==> config.mk <==
export PLATFORM = sky130hd
export DESIGN_NAME = regfile_operand_stage
export DESIGN_NICKNAME = d
export VERILOG_FILES = /design/src/rtl/regfile_operand_stage.sv
export SDC_FILE = /design/constraint.sdc
export NUM_CORES = 2
export LEC_CHECK = 0
export CORE_MARGIN = 5
export CORE_UTILIZATION = 40
export CTS_BUF_LIST = sky130_fd_sc_hd__clkbuf_8
export DETAILED_ROUTE_END_ITERATION = 6
export SETUP_SLACK_MARGIN = 0.1
export SLEW_MARGIN = 20
export SYNTH_ARGS = -nofsm -noshare
export SYNTH_HDL_FRONTEND = slang
export SYNTH_SLANG_ARGS = --single-unit
==> constraint.sdc <==
create_clock -name clk -period 9.4 [get_ports clk]
set_clock_uncertainty 0.2 [all_clocks]
set_input_delay 1.88 -clock clk [delete_from_list [all_inputs] [get_ports clk]]
set_output_delay 1.88 -clock clk [all_outputs]
set_load 0.03 [all_outputs]
==> src/rtl/regfile_operand_stage.sv <==
// rtl/regfile_operand_stage.sv - register file, busy scoreboard and ALU operand output stage
//
// Ports:
//   clk, rst_n                 clock, asynchronous active-low reset
//   in_valid / in_ready        decoded instruction handshake
//   rs1, rs2, rd               source and destination register indices
//   imm_op, alu_src            sign-extended immediate and op2 source select
//   alu_ctrl_in, reg_write_in  ALU operation (0 add, 1 bne) and rd write flag
//   wb_en, wb_addr, wb_data    ALU result writeback
//   out_valid / out_ready      ALU-facing handshake
//   op1, op2, ALU_ctrl         staged operands and operation
//   rd_out, reg_write_out      staged destination info
//   a0                         architectural contents of x10

module regfile_operand_stage #(
    parameter int Address_Width = 5,
    parameter int Data_Width    = 32
) (
    input  logic                     clk,
    input  logic                     rst_n,

    input  logic                     in_valid,
    output logic                     in_ready,
    input  logic [Address_Width-1:0] rs1,
    input  logic [Address_Width-1:0] rs2,
    input  logic [Address_Width-1:0] rd,
    input  logic [Data_Width-1:0]    imm_op,
    input  logic                     alu_src,
    input  logic                     alu_ctrl_in,
    input  logic                     reg_write_in,

    input  logic                     wb_en,
    input  logic [Address_Width-1:0] wb_addr,
    input  logic [Data_Width-1:0]    wb_data,

    output logic                     out_valid,
    input  logic                     out_ready,
    output logic [Data_Width-1:0]    op1,
    output logic [Data_Width-1:0]    op2,
    output logic                     ALU_ctrl,
    output logic [Address_Width-1:0] rd_out,
    output logic                     reg_write_out,
    output logic [Data_Width-1:0]    a0
);

    localparam int NumRegs = 2 ** Address_Width;
    localparam int A0Index = 10;

    logic [Data_Width-1:0] regs [NumRegs];
    logic [NumRegs-1:0]    busy;

    logic                  wb_write;
    logic [NumRegs-1:0]    wb_clear;
    logic [NumRegs-1:0]    busy_eff;
    logic [NumRegs-1:0]    issue_set;
    logic [Data_Width-1:0] rs1_data;
    logic [Data_Width-1:0] rs2_data;
    logic [Data_Width-1:0] op2_sel;
    logic                  stall;
    logic                  accept;

    // x0 is hardwired to zero, so a writeback aimed at it is dropped entirely
    assign wb_write = wb_en && (wb_addr != '0);

    always_comb begin
        wb_clear = '0;
        if (wb_write) begin
            wb_clear[wb_addr] = 1'b1;
        end
    end

    // A result landing this cycle releases its register for the hazard check,
    // which lets the dependent instruction issue together with the bypass.
    assign busy_eff = busy & ~wb_clear;

    assign stall = busy_eff[rs1]
                 | (!alu_src && busy_eff[rs2])
                 | (reg_write_in && busy_eff[rd]);

    assign in_ready = rst_n && !stall && (!out_valid || out_ready);
    assign accept   = in_valid && in_ready;

    // Combinational reads with same-cycle writeback bypass
    always_comb begin
        rs1_data = '0;
        if (rs1 != '0) begin
            if (wb_en && (wb_addr == rs1)) begin
                rs1_data = wb_data;
            end else begin
                rs1_data = regs[rs1];
            end
        end
    end

    always_comb begin
        rs2_data = '0;
        if (rs2 != '0) begin
            if (wb_en && (wb_addr == rs2)) begin
                rs2_data = wb_data;
            end else begin
                rs2_data = regs[rs2];
            end
        end
    end

    assign op2_sel = alu_src ? imm_op : rs2_data;

    always_comb begin
        issue_set = '0;
        if (accept && reg_write_in && (rd != '0)) begin
            issue_set[rd] = 1'b1;
        end
    end

    // Register file storage
    always_ff @(posedge clk or negedge rst_n) begin
        if (!rst_n) begin
            for (int i = 0; i < NumRegs; i++) begin
                regs[i] <= '0;
            end
        end else if (wb_write) begin
            regs[wb_addr] <= wb_data;
        end
    end

    // Scoreboard: applying the set after the clear makes a new issue win over
    // a writeback retiring the previous writer of the same register.
    always_ff @(posedge clk or negedge rst_n) begin
        if (!rst_n) begin
            busy <= '0;
        end else begin
            busy <= (busy & ~wb_clear) | issue_set;
        end
    end

    // Output stage: data only moves on accept, so it holds through backpressure
    // and after the ALU drains it.
    always_ff @(posedge clk or negedge rst_n) begin
        if (!rst_n) begin
            out_valid     <= 1'b0;
            op1           <= '0;
            op2           <= '0;
            ALU_ctrl      <= 1'b0;
            rd_out        <= '0;
            reg_write_out <= 1'b0;
        end else if (accept) begin
            out_valid     <= 1'b1;
            op1           <= rs1_data;
            op2           <= op2_sel;
            ALU_ctrl      <= alu_ctrl_in;
            rd_out        <= rd;
            reg_write_out <= reg_write_in;
        end else if (out_ready) begin
            out_valid     <= 1'b0;
        end
    end

    // Architectural view only; the bypass path is deliberately not visible here
    assign a0 = regs[A0Index];

endmodule

* Yosys cells after proc, flatten, opt, wreduce, memory -nomap -nowiden
Cells that the tools add are included.
W data, S select, Z words.
** Storage, ports and cells
- Output and inout bits :: 105
- Register bits after elaboration :: 1128
- Input port bits :: 92
- Word-level logic and storage cells :: 109
** Operators by class
- Mux-type cells :: 28
- Reduce and logical (&&, ||, !) cells :: 22
- Order comparisons :: 10
- Equal/unequal tests :: 2
- Bitwise gates (word level) :: 8
** Operators by type and width (count)
- $bwmux W1024 :: 1
- $mux W32 :: 12
- $bmux W32 S5 :: 2
- $demux W32 S5 :: 1
- $and A32 B32 Y32 :: 1
- $not A32 Y32 :: 1
- $or A32 B32 Y32 :: 1
- $lt A5 B6 Y1 const B :: 4
- $reduce_bool A5 Y1 :: 4
- $ge A6 B6 Y1 const B :: 3
- $not A5 Y6 :: 3
- $bmux W1 S5 :: 3
- $logic_and A1 B1 Y1 :: 13
- $demux W1 S5 :: 2
- $eq A5 B5 Y1 :: 2
- $ge A5 B1 Y1 const B :: 2
- $mux W1 :: 7
- $lt A6 B1 Y1 const B :: 1
- $logic_not A1 Y1 :: 3
- $or A1 B1 Y1 :: 2
- $reduce_bool A2 Y1 :: 1
- $logic_or A1 B1 Y1 :: 1

* Depth between registers and ports, before layout
- Depth after elaboration :: 20
- Gate-level depth with buffers :: 13
- Mapped depth without buffers :: 8

* Least setup slack after synthesis
OpenSTA, ideal clock, no wires.
- Path kind :: input port to output port
- Start point :: input port wb_addr[1]
- End point :: output port in_ready
- Path slack :: 3.588 ns
- Buffers on the path :: 3
- Arrival time :: 3.732 ns
- Required time :: 7.320 ns
- Stages on the path :: 10
- Cells stage by stage :: buf_4 -> nand2b_1 -> buf_2 -> buf_2 -> o211ai_1 -> a21oi_1 -> or4_1 -> o41ai_1 -> o221a_2 -> and2_1
** On the way
- Word-level cells in the longest chain between the ends :: 15
- Elaborated cells between the ends (all ways) :: 23
- Classes of those cells :: 2 x order compare; 9 x mux; 4 x bitwise; 8 x reduce/logical
** Ends and longest elaborated chain
- from (decl) :: RTL line 33 : input logic [Address_Width-1:0] wb_addr,
- $lt A5 B6 Y1 (not written as such) / $ge A5 B1 Y1 (equally long branches) :: RTL line 68 : wb_clear[wb_addr] = 1'b1;
- $logic_and A1 B1 Y1 (not written as such) :: RTL line 68
- $mux W1 (not written as such) :: RTL line 68
- $demux W1 S5 :: RTL line 68
- $mux W32 * :: RTL line 67 : if (wb_write) begin
- $not A32 Y32 * :: RTL line 74 : assign busy_eff = busy & ~wb_clear;
- $and A32 B32 Y32 * :: RTL line 74
- $bmux W1 S5 :: RTL line 77 : | (!alu_src && busy_eff[rs2])
- $mux W1 (not written as such) :: RTL line 77
- $logic_and A1 B1 Y1 :: RTL line 77
- $or A1 B1 Y1 :: RTL line 77
- $or A1 B1 Y1 * :: RTL line 78 : | (reg_write_in && busy_eff[rd]);
- $logic_not A1 Y1 * :: RTL line 80 : assign in_ready = rst_n && !stall && (!out_valid || out_ready);
- $logic_and A1 B1 Y1 * (2 in a row) :: RTL line 80
- to (decl) :: RTL line 23 : output logic in_ready,
Mark *: on every way between the ends. The rest lies on a longest branch, timed or not. The select of a mux whose other input is x is not followed.

* Worst setup path in the final report
- Start point :: input port wb_addr[3]
- End point :: output port in_ready
The elaborated chain is that of the path after synthesis.

==> summary.md <==
| Metric | Value |
|---|---|
| CTS HTree Levels | 4 |
| Setup bufs post-CTS | 0 |
| Initial drt markers | between 3000 and 4000 |
| Pin count of the biggest net entering global routing | around 150 |
| Fin. Hold Viols | 0 |
| Fmax | 123 MHz |
| CTS tree | done |
| Clk_lat worst skew | between 0.9 and 1 ns |
| Outcome | complete, no violations |
| Area delta synth->final | 12.6% |
| Req. time, crit path | 7.32 ns |
| Grt ovf | 0 |
| Post-synthesis cell type count | 76 |
| Top Ports | 197 |
| Post-DR vias/cell | just over 6 |
| R2R Path Start | busy[4]$_DFF_PN0_ |
| Seq/Total Area, Yosys | 0.464 |
| Crit start category | primary input |
| Period Utilization, post-route | 0.866 |
| Port bufs | 196 |
| Maximum VDD drop | around 0.00012 V |
| Slew HR | 0.215 |
| Critical path class | in -> out |
| Clock tree buffer depth | 3 |
| Leading area contributor after synthesis | dfrtp_1 |
| Clock slew at reported path FFs | approximately 0.050 ns |
| Count leader, synth | dfrtp_1 |
| Global Route Usage Sum | 0.249 |
| Net total in the final layout | approximately 4400 |
| Area contributors post-synth | dfrtp_1, mux2_2, mux4_2 |
| Predominant post-synthesis flop cell | dfrtp_1 |
| RSZ-0062 raised after global routing | false |
| Hold path cells | 0 |
| Fillers | about 14000 |
| Cells after Synth | around 4300 |
| Slowest-stage cell, CP | clkdlybuf4s50_1 |
| Routability cong. | between 0.9 and 1 |
| Synth warn | 0 |
| Largest fanout on the critical path | 14 |
| Layout cells sized above 1 | 0.463 |
| Worst path arrival time | 6.06 ns |
| Synthesized area | 60900 um2 |
| Yosys reg bits | between 1000 and 1500 |
| Min-delay src | regs[1005]$_DFFE_PN0P_ |
| Worst path most repeated cell | clkdlybuf4s50_1 |
| Synth top area share | 0.464 |
| Hold EP | regs[1005]$_DFFE_PN0P_ |
| Area of the die | ~160000 um2 |
| Total Routed Length | around 200000 um |
| Initial antenna violation count | 16 |
| CP cell instances | clkdlybuf4s50_1 > nand4b_2 > o21ai_1 > o221ai_1 > or4_1 > o41ai_1 > o221a_2 > and2_1 > clkdlybuf4s50_1 |
| CTS Buf Count | between 150 and 200 |
| Die Span Y | 400 um |
| Total number of vias | around 40000 |
| Setup TNS | 0 ns |
| Vias in the first global route | roughly 42000 |
| Antenna-violating nets left | 0 |
| Total core area | 152000 um2 |
| Final Setup Violations | 0 |
| Syn Nets | 4395 |
| Root Buffer | clkbuf_8 |
| Worst Hold Class | reg -> reg |
| TritonRoute pass-1 iters | 6 |
| Final HPWL DP | between 100000 and 150000 um |
| # rows | roughly 140 |
| R2R Setup Slk | roughly 5.8 ns |
| Pwr/cell area | around 210 nW/um2 |
| Hold buffer count at CTS | 0 |
| Worst r2r dst | op2[28]$_DFFE_PN0P_ |
| Final-report max-slew violation count | 0 |
| Largest stage delay, worst path | around 1.0 ns |
| Post-CTS sizing | 0 |
| Worst reg-to-reg path cell count | 9 |
| Asr flop ratio synth | 1.00 |
| Final Core Density | 0.452 |
| Max Cap Viol | 0 |
| Critical Path End Type | output pin |
| Clock Sinks | about 1100 |
| Leak | around 30 nW |
| Starting Density | 0.401 |
| DIE WIDTH | about 400 um |
| Min Tclk post-route | roughly 8 ns |
| Drc violations | 0 |
| Synth cell count leaders | dfrtp_1, mux2_2, mux4_2, clkbuf_1, mux2i_1 |
| EDFF count, synth | 0 |
| Synthesized area per cell | around 14 um2 |
| Actual transition at the worst max-transition pin | around 1.2 ns |
| WL/cell | between 30 and 40 um |
| First-pass GRT wire length | 292000 um |
worst max path at each step:
stage                     from       end  slack, ns  cells past startpoint
floorplan           wb_addr[1]  in_ready       3.59                     10
CTS                 wb_addr[3]  in_ready       1.32                      9
finish              wb_addr[3]  in_ready       1.26                      9
detailed placement  wb_addr[3]  in_ready       1.31                      9
global placement    wb_addr[3]  in_ready       1.37                      9
global route        wb_addr[3]  in_ready       1.16                      9
worst max-delay path, delay by kind of cell:
| family | cells | cell delay (ns) |
|---|---|---|
| AO/OA/AOI/OAI | 4 | 1.01 |
| buffers and inverters | 2 | 1.73 |
| AND/OR/NAND/NOR | 3 | 1.43 |
layout by cell type (no fill, tap or decap), types with 31 or more instances in the layout:
cell             count
mux2_4              38
mux2i_1            223
a21oi_1             70
nor2_1             105
clkdlybuf4s50_1    179
clkbuf_8           255
inv_1               68
o211ai_1            58
o21ai_0            177
mux2_2            1093
a22oi_1             96
dfrtp_1           1128
nand2_1             41
o31ai_1             32
a211oi_1            31
buf_4              118
mux4_2             447
a221oi_1            65
layout make-up:
class	instances	area, um2	area share
inverters	10	43.8	0.000639
clock inverters	96	579	0.00845
flip-flops and latches	1128	28200	0.412
clock buffers	255	3510	0.0512
diodes	9	22.5	0.000329
multi-input cells	2655	30700	0.448
well taps	2030	2540	0.0371
repair buffers	317	2920	0.0426
cell families after synthesis:
| family | Yosys count | synth area share |
|---|---|---|
| and+or+nand+nor | 250 | 0.0206 |
| AOI/OAI and AO/OA | 592 | 0.0643 |
| DFF | 1128 | 0.464 |
| xor gates and xnor gates | 12 | 0.00173 |
| muxes | 1801 | 0.414 |
| buffers and inverters | 520 | 0.0362 |
per-layer routing:
| layer | up-vias | share of wire | global-route usage |
|---|---|---|---|
| met5 | - | 0.00022 | 0 |
| met4 | 8 | 0.036 | 0.0889 |
| met3 | 372 | 0.083 | 0.0689 |
| met2 | 1597 | 0.46 | 0.384 |
| met1 | 21715 | 0.42 | 0.341 |
| li1 | 16596 | - | - |
per-stage QoR:
step / hold WS (ns) / area [um2] / power [mW] / cells / setup WS [ns]
2_1_floorplan: 0.245 / 60900 / 8.89 / 4303 / 3.59
3_3_place_gp: 0.181 / 64400 / 9.96 / 6139 / 1.37
3_5_place_dp: 0.184 / 64400 / 10.1 / 6139 / 1.31
4_1_cts: 0.200 / 68500 / 14.8 / 6490 / 1.32
5_1_grt: 0.208 / 68500 / 15.4 / 6494 / 1.16
6_report: 0.196 / 68500 / 14.7 / 6500 / 1.26
registers in the layout, summed over array words and instances, names as in the netlist, 5 cells and up:
signal / count
busy: 32
a0: 32
regs: 992
op1: 32
rd_out: 5
op2: 32
power by group:
group          internal, mW  leakage, nW  switching, mW
registers              5.82         14.5          0.707
clock network          2.54         2.35           2.16
logic                  1.95         12.5           1.52
total                  10.3         29.3           4.38
(Power assumes the default switching activity.)
==> edit (same flow settings) <==
Reset style: synchronous (`rst_n`), changed in 3 clocked blocks. Comments in the files are not updated.
--- a/src/rtl/regfile_operand_stage.sv
+++ b/src/rtl/regfile_operand_stage.sv
@@ -113,7 +113,7 @@
     end
 
     // Register file storage
-    always_ff @(posedge clk or negedge rst_n) begin
+    always_ff @(posedge clk) begin
         if (!rst_n) begin
             for (int i = 0; i < NumRegs; i++) begin
                 regs[i] <= '0;
@@ -125,7 +125,7 @@
 
     // Scoreboard: applying the set after the clear makes a new issue win over
     // a writeback retiring the previous writer of the same register.
-    always_ff @(posedge clk or negedge rst_n) begin
+    always_ff @(posedge clk) begin
         if (!rst_n) begin
             busy <= '0;
         end else begin
@@ -135,7 +135,7 @@
 
     // Output stage: data only moves on accept, so it holds through backpressure
     // and after the ALU drains it.
-    always_ff @(posedge clk or negedge rst_n) begin
+    always_ff @(posedge clk) begin
         if (!rst_n) begin
             out_valid     <= 1'b0;
             op1           <= '0;
Check against the original RTL: not settled (the Yosys comparison gave no result); the edit may change what the design does.
==> edit against the original RTL <==
  * Setup slack lost 0.14 ns
  * Non-clock buffer count increased by 30
  * Die area decreased by 0.11%
  * Area after synthesis is 0.11% lower
  * Sequential cell count stayed put
  * Global-route usage grew 3.4 points
  * Routed wire length rose by 15%
  * Final area barely moved
  * Maximum frequency down 1.7%
  * Hold slack gained 0.056 ns
Power is not compared: it rests on default switching activity, and its combinational part moved more than twofold at a synthesized area within 25%.
==> edit: results <==
[global_routing]
met3_usage_pct = 7.73
track_usage_pct = 28.4
grt_pass1_vias = 41200
grtUsageMet2_pct = 41.6
grt_pass1_wl_um = 320000
globalRouteMet1Util_pct = 40.7
antenna_found_initial = 15
grt_max_degree = 109

[yosys]
synthMuxAreaShare_pct = 22.4
synth_xor_area_share_pct = 0.187
synth_compound_area_share_pct = 6.96
synthArstFlopShare_pct = 0
ys_top_cells_by_count = edfxtp_1, and2_1, mux4_2
ys_types = 74
synth_area_leaders = edfxtp_1, mux4_2, and2_1
ys_seq_area_share_pct = 54.0
syn_inst = 4388

[clock_network]
cts_made_buffers = 188
insertion_delay_ns = 0.94

[finish]
nets = 4572
layout-drive-gt1-share_pct = 20.9
largest_reg_flops = 1024

[place]
dp_hpwl_um = 129000
dpl.cell_count = 6320
placed_cell_area_sq_um = 65200
preCtsSetupSlack_ns = 1.28
gp_routability_congestion = 0.948

[critical_path]
critPathMaxFanout = 17
crit_arrival_ns = 6.20
r2r_slack_ns = 5.23
reg2reg_to = busy[29]
worstRegToRegCells = 8

[drt]
wire_per_inst_um = 34.4
drtPass1Iterations = 5
wl_met1_um = 93600
dr_wl_met2_um = 99600
wl_met3_um = 27600
top_layer = met5
drt-initial-drc-count = 5775
vias = 42000

[hold_path]
worstHoldPathCells = 2
min_to = rd_out[2]
min_from = rd_out[2]

[timing]
max_freq_mhz = 121
maxSlewHeadroom_pct = 19.1

[status]
outcome = complete, no violations
[edit: power groups by stage]
| stage | registers [mW] | logic, mW | clock network [mW] |
|---|---|---|---|
| 2_1_floorplan | 6.02 | 0.963 | 0 |
| 3_3_place_gp | 6.00 | 1.69 | 0 |
| 3_5_place_dp | 6.01 | 1.70 | 0 |
| 4_1_cts | 5.91 | 1.70 | 4.10 |
| 5_1_grt | 5.94 | 1.78 | 4.31 |
| 6_report | 5.91 | 1.73 | 4.04 |
[edit: cell type report]
cell class | instances | area, sq um
Timing Repair Buffer | 347 | 3120
Tap cell | 2030 | 2540
Fill cell | 13600 | 83000
Clock buffer | 197 | 2710
Sequential cell | 1128 | 32800
Clock inverter | 144 | 636
Inverter | 21 | 83.8
Multi-Input combinational cell | 2794 | 26600
Antenna cell | 10 | 25.0
